$ cat src/rtl/multicycle_controller.sv
// Control FSM for the multicycle RV32I core: sequences the shared ALU and unified memory, decodes ALUControl and ImmSrc.
// Optional macro ILLEGAL_OP_TRAP_EN: an unknown opcode parks the FSM in HALT until reset.
module multicycle_controller #(
    parameter int MEM_WAIT = 0,
    parameter int CNT_W    = 4
) (
    input  logic       clk,
    input  logic       reset,
    input  logic [6:0] Op,
    input  logic [2:0] Funct3,
    input  logic       Funct7b5,
    input  logic       Zero,
    output logic       PCWrite,
    output logic       AdrSrc,
    output logic       MemWrite,
    output logic       IRWrite,
    output logic [1:0] ResultSrc,
    output logic [1:0] ALUSrcA,
    output logic [1:0] ALUSrcB,
    output logic [1:0] ImmSrc,
    output logic [2:0] ALUControl,
    output logic       RegWrite,
    output logic [3:0] State
);

    typedef enum logic [3:0] {
        FETCH    = 4'd0,
        DECODE   = 4'd1,
        MEMADR   = 4'd2,
        MEMREAD  = 4'd3,
        MEMWB    = 4'd4,
        MEMWRITE = 4'd5,
        EXECUTER = 4'd6,
        EXECUTEI = 4'd7,
        ALUWB    = 4'd8,
        BEQ      = 4'd9,
        JAL      = 4'd10,
        HALT     = 4'd11
    } state_t;

    typedef enum logic [1:0] {
        ALU_ADD   = 2'b00,
        ALU_SUB   = 2'b01,
        ALU_FUNCT = 2'b10
    } aluop_t;

    localparam logic [6:0] OP_LW  = 7'b0000011;
    localparam logic [6:0] OP_SW  = 7'b0100011;
    localparam logic [6:0] OP_RT  = 7'b0110011;
    localparam logic [6:0] OP_IT  = 7'b0010011;
    localparam logic [6:0] OP_BEQ = 7'b1100011;
    localparam logic [6:0] OP_JAL = 7'b1101111;
    localparam logic [CNT_W-1:0] WAIT_LAST = CNT_W'(MEM_WAIT);

    state_t           state_r;
    state_t           nextState_s;
    logic [CNT_W-1:0] waitCnt_r;
    logic             waitDone_s;
    logic             inWait_s;
    aluop_t           aluOp_s;
    logic             pcUpdate_s;
    logic             branch_s;
    logic             memWrite_s;
    logic             regWrite_s;

    // Subtract only for R-type sub; I-type funct3=000 is always addi.
    function automatic logic [2:0] aluDecode(input aluop_t aluOp, input logic [2:0] funct3,
                                             input logic opB5, input logic f7B5);
        logic [2:0] ctl;
        ctl = 3'b000;
        case (aluOp)
            ALU_ADD: ctl = 3'b000;
            ALU_SUB: ctl = 3'b001;
            ALU_FUNCT: begin
                case (funct3)
                    3'b000:  ctl = (opB5 & f7B5) ? 3'b001 : 3'b000;
                    3'b010:  ctl = 3'b101;
                    3'b110:  ctl = 3'b011;
                    3'b111:  ctl = 3'b010;
                    default: ctl = 3'b000;
                endcase
            end
            default: ctl = 3'b000;
        endcase
        return ctl;
    endfunction

    function automatic logic [1:0] immDecode(input logic [6:0] op);
        logic [1:0] imm;
        imm = 2'b00;
        case (op)
            OP_LW, OP_IT: imm = 2'b00;
            OP_SW:        imm = 2'b01;
            OP_BEQ:       imm = 2'b10;
            OP_JAL:       imm = 2'b11;
            default:      imm = 2'b00;
        endcase
        return imm;
    endfunction

    assign inWait_s   = (state_r == FETCH) || (state_r == MEMREAD);
    assign waitDone_s = (waitCnt_r == WAIT_LAST);

    // State register.
    always_ff @(posedge clk) begin
        if (reset) begin
            state_r <= FETCH;
        end else begin
            state_r <= nextState_s;
        end
    end

    // Memory wait counter: counts only in FETCH/MEMREAD and clears when the state is left.
    always_ff @(posedge clk) begin
        if (reset) begin
            waitCnt_r <= '0;
        end else if (inWait_s && !waitDone_s) begin
            waitCnt_r <= waitCnt_r + {{(CNT_W-1){1'b0}}, 1'b1};
        end else begin
            waitCnt_r <= '0;
        end
    end

    // Next-state logic.
    always_comb begin
        nextState_s = FETCH;
        case (state_r)
            FETCH:   nextState_s = waitDone_s ? DECODE : FETCH;
            DECODE: begin
                case (Op)
                    OP_LW, OP_SW: nextState_s = MEMADR;
                    OP_RT:        nextState_s = EXECUTER;
                    OP_IT:        nextState_s = EXECUTEI;
                    OP_BEQ:       nextState_s = BEQ;
                    OP_JAL:       nextState_s = JAL;
`ifdef ILLEGAL_OP_TRAP_EN
                    default:      nextState_s = HALT;
`else
                    default:      nextState_s = FETCH;
`endif
                endcase
            end
            MEMADR:   nextState_s = (Op == OP_LW) ? MEMREAD : MEMWRITE;
            MEMREAD:  nextState_s = waitDone_s ? MEMWB : MEMREAD;
            EXECUTER: nextState_s = ALUWB;
            EXECUTEI: nextState_s = ALUWB;
            JAL:      nextState_s = ALUWB;
            MEMWB:    nextState_s = FETCH;
            MEMWRITE: nextState_s = FETCH;
            ALUWB:    nextState_s = FETCH;
            BEQ:      nextState_s = FETCH;
`ifdef ILLEGAL_OP_TRAP_EN
            HALT:     nextState_s = HALT;
`else
            HALT:     nextState_s = FETCH;
`endif
            default:  nextState_s = FETCH;
        endcase
    end

    // Moore output decode; HALT and unused encodings fall through to all-zero.
    always_comb begin
        pcUpdate_s = 1'b0;
        branch_s   = 1'b0;
        memWrite_s = 1'b0;
        regWrite_s = 1'b0;
        IRWrite    = 1'b0;
        AdrSrc     = 1'b0;
        ResultSrc  = 2'b00;
        ALUSrcA    = 2'b00;
        ALUSrcB    = 2'b00;
        aluOp_s    = ALU_ADD;
        case (state_r)
            FETCH: begin
                ALUSrcB    = 2'b10;
                ResultSrc  = 2'b10;
                IRWrite    = waitDone_s;
                pcUpdate_s = waitDone_s;
            end
            DECODE: begin
                ALUSrcA = 2'b01;
                ALUSrcB = 2'b01;
            end
            MEMADR: begin
                ALUSrcA = 2'b10;
                ALUSrcB = 2'b01;
            end
            MEMREAD:  AdrSrc = 1'b1;
            MEMWB: begin
                ResultSrc  = 2'b01;
                regWrite_s = 1'b1;
            end
            MEMWRITE: begin
                AdrSrc     = 1'b1;
                memWrite_s = 1'b1;
            end
            EXECUTER: begin
                ALUSrcA = 2'b10;
                aluOp_s = ALU_FUNCT;
            end
            EXECUTEI: begin
                ALUSrcA = 2'b10;
                ALUSrcB = 2'b01;
                aluOp_s = ALU_FUNCT;
            end
            ALUWB:    regWrite_s = 1'b1;
            BEQ: begin
                ALUSrcA  = 2'b10;
                aluOp_s  = ALU_SUB;
                branch_s = 1'b1;
            end
            JAL: begin
                ALUSrcA    = 2'b01;
                ALUSrcB    = 2'b10;
                pcUpdate_s = 1'b1;
            end
            default: begin
                pcUpdate_s = 1'b0;
            end
        endcase
    end

    // Architectural writes are suppressed while reset is held mid-instruction.
    assign MemWrite   = memWrite_s & ~reset;
    assign RegWrite   = regWrite_s & ~reset;
    assign PCWrite    = pcUpdate_s | (branch_s & Zero);
    assign ALUControl = aluDecode(aluOp_s, Funct3, Op[5], Funct7b5);
    assign ImmSrc     = immDecode(Op);
    assign State      = state_r;

endmodule

$ cat config.mk
export PLATFORM = sky130hd
export DESIGN_NAME = multicycle_controller
export DESIGN_NICKNAME = d
export VERILOG_FILES = /design/src/rtl/multicycle_controller.sv
export SDC_FILE = /design/constraint.sdc
export NUM_CORES = 1
export LEC_CHECK = 0
export ABC_AREA = 0
export CORE_MARGIN = 4
export CORE_UTILIZATION = 39
export DETAILED_ROUTE_END_ITERATION = 12
export PLACE_DENSITY = 0.78
export SLEW_MARGIN = 15
export SYNTH_ARGS = -nofsm -noshare
export SYNTH_HDL_FRONTEND = slang
export SYNTH_SLANG_ARGS = --single-unit
$ cat constraint.sdc
create_clock -name clk -period 2.1 [get_ports clk]
set_input_delay 0.21 -clock clk [delete_from_list [all_inputs] [get_ports clk]]
set_output_delay 0.21 -clock clk [all_outputs]
set_load 0.02 [all_outputs]
* Yosys cells after proc, flatten, opt, wreduce, memory -nomap -nowiden *
Index checks and enable logic that the tools add are counted.
Widths: inputs -> output; s select.

word-level totals
  logic and storage cells = 66
  register bits = 8
  input port bits = 14

operators by class
  reductions and logical operators = 16
  muxes and demuxes = 19
  equal/unequal tests = 21
  bitwise gates (word level) = 7
  add/sub/neg operators = 1

operators with widths
  cell                 count
  $pmux 4 s5           2
  $eq 4x3->1 const B   4
  $pmux 2 s2           4
  $eq 7x6->1 const B   2
  $eq 7x7->1 const B   2
  $reduce_or 2->1      7
  $eq 4x4->1 const B   3
  $pmux 3 s4           1
  $eq 4x2->1 const B   2
  $logic_not 4->1      2
  $eq 7x2->1 const B   1
  $eq 7x5->1 const B   1
  $mux 1               7
  $eq 3x3->1 const B   2
  $mux 3               2
  $pmux 2 s3           1
  $pmux 3 s2           1
  $reduce_or 3->1      2
  $add 4x1->4 const B  1
  $and 1x1->1          4
  $eq 4x1->1 const B   1
  $reduce_or 4->1      1
  $eq 3x2->1 const B   1
  $logic_not 3->1      1
  other kinds (8)      9

* Depth between registers and ports, before layout *
  word-level depth = 5
  depth in mapped cells = 7
  gate-level depth less buffers = 6

* Worst setup path before layout *
OpenSTA, ideal clock, no wires.

  path type = register -> output
  start = register state_r[1], in the netlist State[1]
  end = output ALUControl[2]
  setup slack = -224 ps
  data arrival time = 2114 ps
  data required time = 1890 ps
  cell stages (with the launch flop) = 7
  path through = dfxtp_1 clkbuf_1 nor2b_1 nand3_1 inv_1 ha_1 nor4_1

on the way
  cells in the longest elaborated chain, start to end = 5

ends and longest elaborated chain
  what                                      line  text
  start: declaration                        55    state_t state_r;
  start signal: assignment                  109   state_r <= nextState_s;
  $eq 4x3->1                                173   case (state_r)
  $reduce_or 2->1 (no line)                 --
  $pmux 2 s2 *                              173
  $eq 2x2->1 or $eq 2x1->1 (tied branches)  71    case (aluOp)
  $pmux 3 s2 *                              71
  end: declaration                          21    output logic [2:0] ALUControl,

Every way passes the cells marked *; elsewhere a longest branch is shown, timed or not.

* Worst setup path in the final report *
  start = register waitCnt_r[0]
  end = output PCWrite

on the way
  cells in the longest elaborated chain, start to end = 3

ends and longest elaborated chain
  what                      line  text
  start: declaration        57    logic [CNT_W-1:0] waitCnt_r;
  start signal: assignment  118   waitCnt_r <= waitCnt_r + {{(CNT_W-1){1'b0}}, 1'b1};
  $logic_not 4->1           102   assign waitDone_s = (waitCnt_r == WAIT_LAST);
  $pmux 1 s2                173
  $or 1x1->1                226   assign PCWrite = pcUpdate_s | (branch_s & Zero);
  end: declaration          13    output logic PCWrite,

No other way between the ends.

==> reports/metrics.yaml <==
timing:
  worst_slack_ns: 0.000303
  fin_crit_sh_pct: 100
  slew_headroom_pct: 76.2
  rsz0062_at_grt: "yes"
  clock.fmax_ghz: 0.476
  layout_min_cycle_time_ns: 2.10
  fin_hold_ws_ns: 0.509
  finClkSkew_ns: 0.00466
  tightest_slew_ns: 0.354
  finalHoldViolations: 0
  final_max_slew_viol_count: 0
  finalSetupViolations: 0
floorplanning:
  die_y_um: 50.3
  dieArea_mm2: 0.00253
  coreArea_mm2: 0.00171
  start_util_pct: 40.9
  ioPinCount: 34
  die_w_um: 50.3
  rows: 15
synthesis:
  synth_top_family_by_area: "simple AND/OR/NAND/NOR gates"
  seq_area_frac_synth_pct: 22.9
  yosysTopAreaCellShare_pct: 22.9
  muxShareOfSynthArea_pct: 1.43
  synthAdderAreaFrac_pct: 7.17
  syn-num-nets: 111
  synth-simple-area-share_pct: 39.4
  synth-warning-count: 0
  ys_ff_latch: 8
  ys_top_cells_by_area: "dfxtp_1 (23%), ha_1 (7.2%), xnor2_1 (6.3%)"
  synth_compound_area_share_pct: 14.0
  syn_area_per_cell_um2: 7.51
  synth_area_um2: 698
  post_synth_num_cell_types: 36
  synth-xor-area-share_pct: 7.53
  syn_inst: 93
  synth_top_area_cell: "dfxtp_1"
clock_network:
  numCtsBuffers: 3
  clock_latency_ns: 0.27
  htree_levels: 1
  clkTransAtPathRegs_ns: 0.06
  cts_tree: "built"
  cts.sinks: 8
  max-clock-path-buffers: 2
  cts_root_buf: "clkbuf_4"
  cts_hold_buf: 0
global_route:
  grt_usage_pct: 19.1
  grt_pass1_wl_mm: 3.76
  antenna_found_initial: 0
  use_met2_pct: 33.9
  grtUsageMet3_pct: 2.37
  grt-busiest-layer: "met2"
  use_met1_pct: 23.4
  grt_max_degree: 16
  gr-total-overflow: 0
  grt_pass1_vias: 837
final_layout:
  final_common_cell: "clkdlybuf4s50_1"
  n_fill_cell: 151
  drive_gt1_share_pct: 22.6
  fin_util_pct: 72.5
  mostFrequentLayoutCells: "clkdlybuf4s50_1 (24), buf_4 (22), inv_1 (10)"
  antennaDiodeCount: 0
  fin_nets: 166
  area.growth.synth_to_final_pct: 77.2
flow_run:
  cap_viol_max_count: 0
drt:
  drtPass1Iterations: 4
  num_vias: 869
  drtIter0Drc: 18
  wire_per_inst_um: 13.1
  wl_mm: 2.25
  routed_via_density: 5.08
  antenna_left: 0
  drc: 0
status:
  outcome: "finished, final reports clean"
power:
  power_leakage_nw: 0.555
  power.density_mw_per_mm2: 329
  vdd_drop_max_mv: 0.434
placed_design:
  hpwlAfterDp_mm: 1.80
  post-place-ws_ns: -0.164
  gp_congestion: 0.868
  portBuffers: 33
worst_hold_path:
  hold_path_class: "flip-flop to flip-flop"
worst_setup_path:
  critPathKind: "flip-flop to primary output"
  end_kind: "primary output"
  critPathMaxFanout: 2
  arrival_ns: 1.89
  crit_required_ns: 1.89
  start_kind: "flip-flop"
==> metal layers <==
layer	part of all wire [%]	up-vias
met1	44	395
met3	6.0	5
met4	1.3	0
met2	48	32
met5	0	-
li1	-	437
==> worst paths after layout <==
check,startpoint,cells after the start,slack (ns),endpoint
setup reg to reg,waitCnt_r[0],6,0.55,State[1]
hold / removal,waitCnt_r[0],2,0.51,waitCnt_r[0]
hold reg to reg,waitCnt_r[0],2,0.51,waitCnt_r[0]
setup / recovery,waitCnt_r[0],6,0.0003,PCWrite
==> Yosys cell counts, drive strengths merged <==
cell,n
nor2,8
a22oi,2
inv,10
o22ai,1
nor3b,5
or3b,1
nand2,4
ha,4
mux2i,1
nor2b,2
xor2,1
nor3,3
o21a,1
and3,3
xnor2,5
clkbuf,3
nor4,4
a31oi,1
nand4,1
and3b,2
dfxtp,8
nand3,5
a21oi,3
o211a,1
and4bb,1
o21ai,1
buf,1
a21o,1
o2bb2ai,1
o32ai,1
or4,1
a21boi,1
nand3b,1
nand2b,3
or3,1
and4,1
==> timing repair <==
| item | in CTS | in global routing |
|---|---|---|
| endpoints found under the setup margin | 7 | 5 |
| setup buffers | 0 | 0 |
| pin swaps | 0 | 1 |
| resized for setup | 16 | 6 |
==> state kept, by name, summed over array words and instances (netlist names) <==
register,cells
waitCnt_r,4
State,4
==> through the flow <==
step / instance area (um^2) / instances / TNS [ns] / total power [W]
2_1_floorplan: 713 / 93 / 0 / 0.000206
4_1_cts: 1240 / 171 / -0.00365 / 0.000399
6_report: 1240 / 171 / 0 / 0.000407
3_5_place_dp: 1220 / 168 / -0.257 / 0.000280
5_1_grt: 1240 / 171 / -0.0681 / 0.000418
3_3_place_gp: 1220 / 168 / -0.150 / 0.000277
==> worst max-delay path: stages (launching register included) <==
cell	delay, ns
dfxtp_2	0.32
inv_1	0.05
ha_1	0.15
or3b_4	0.38
or4_1	0.39
a31oi_1	0.17
buf_4	0.16
==> final cells by class <==
type | count | area [um^2] | area share, %
inverter | 10 | 37.5 | 3.03
timing repair buffer | 54 | 475 | 38.4
multi-input combinational | 71 | 509 | 41.2
tap | 25 | 31.3 | 2.53
sequential | 8 | 161 | 13.0
clock buffer | 3 | 22.5 | 1.82
==> kinds of logic (layout without fill, tap and decap cells) <==
kind of cell,after synthesis,in the layout
compound gates,14,14
xor+xnor,6,6
fa+ha+maj,4,4
buf+inv,14,67
flops,8,8
mux,1,1
simple gates,46,46
==> report_power, final <==
| group | total, W | leakage [nW] | internal (W) | switching [W] |
|---|---|---|---|---|
| clock | 0.000130 | 0.0138 | 0.0000662 | 0.0000642 |
| combinational | 0.000121 | 0.476 | 0.0000667 | 0.0000547 |
| sequential | 0.000155 | 0.0653 | 0.000153 | 0.00000120 |
| total | 0.000407 | 0.555 | 0.000286 | 0.000120 |
No activity file was read; power rests on OpenSTA's default activity.
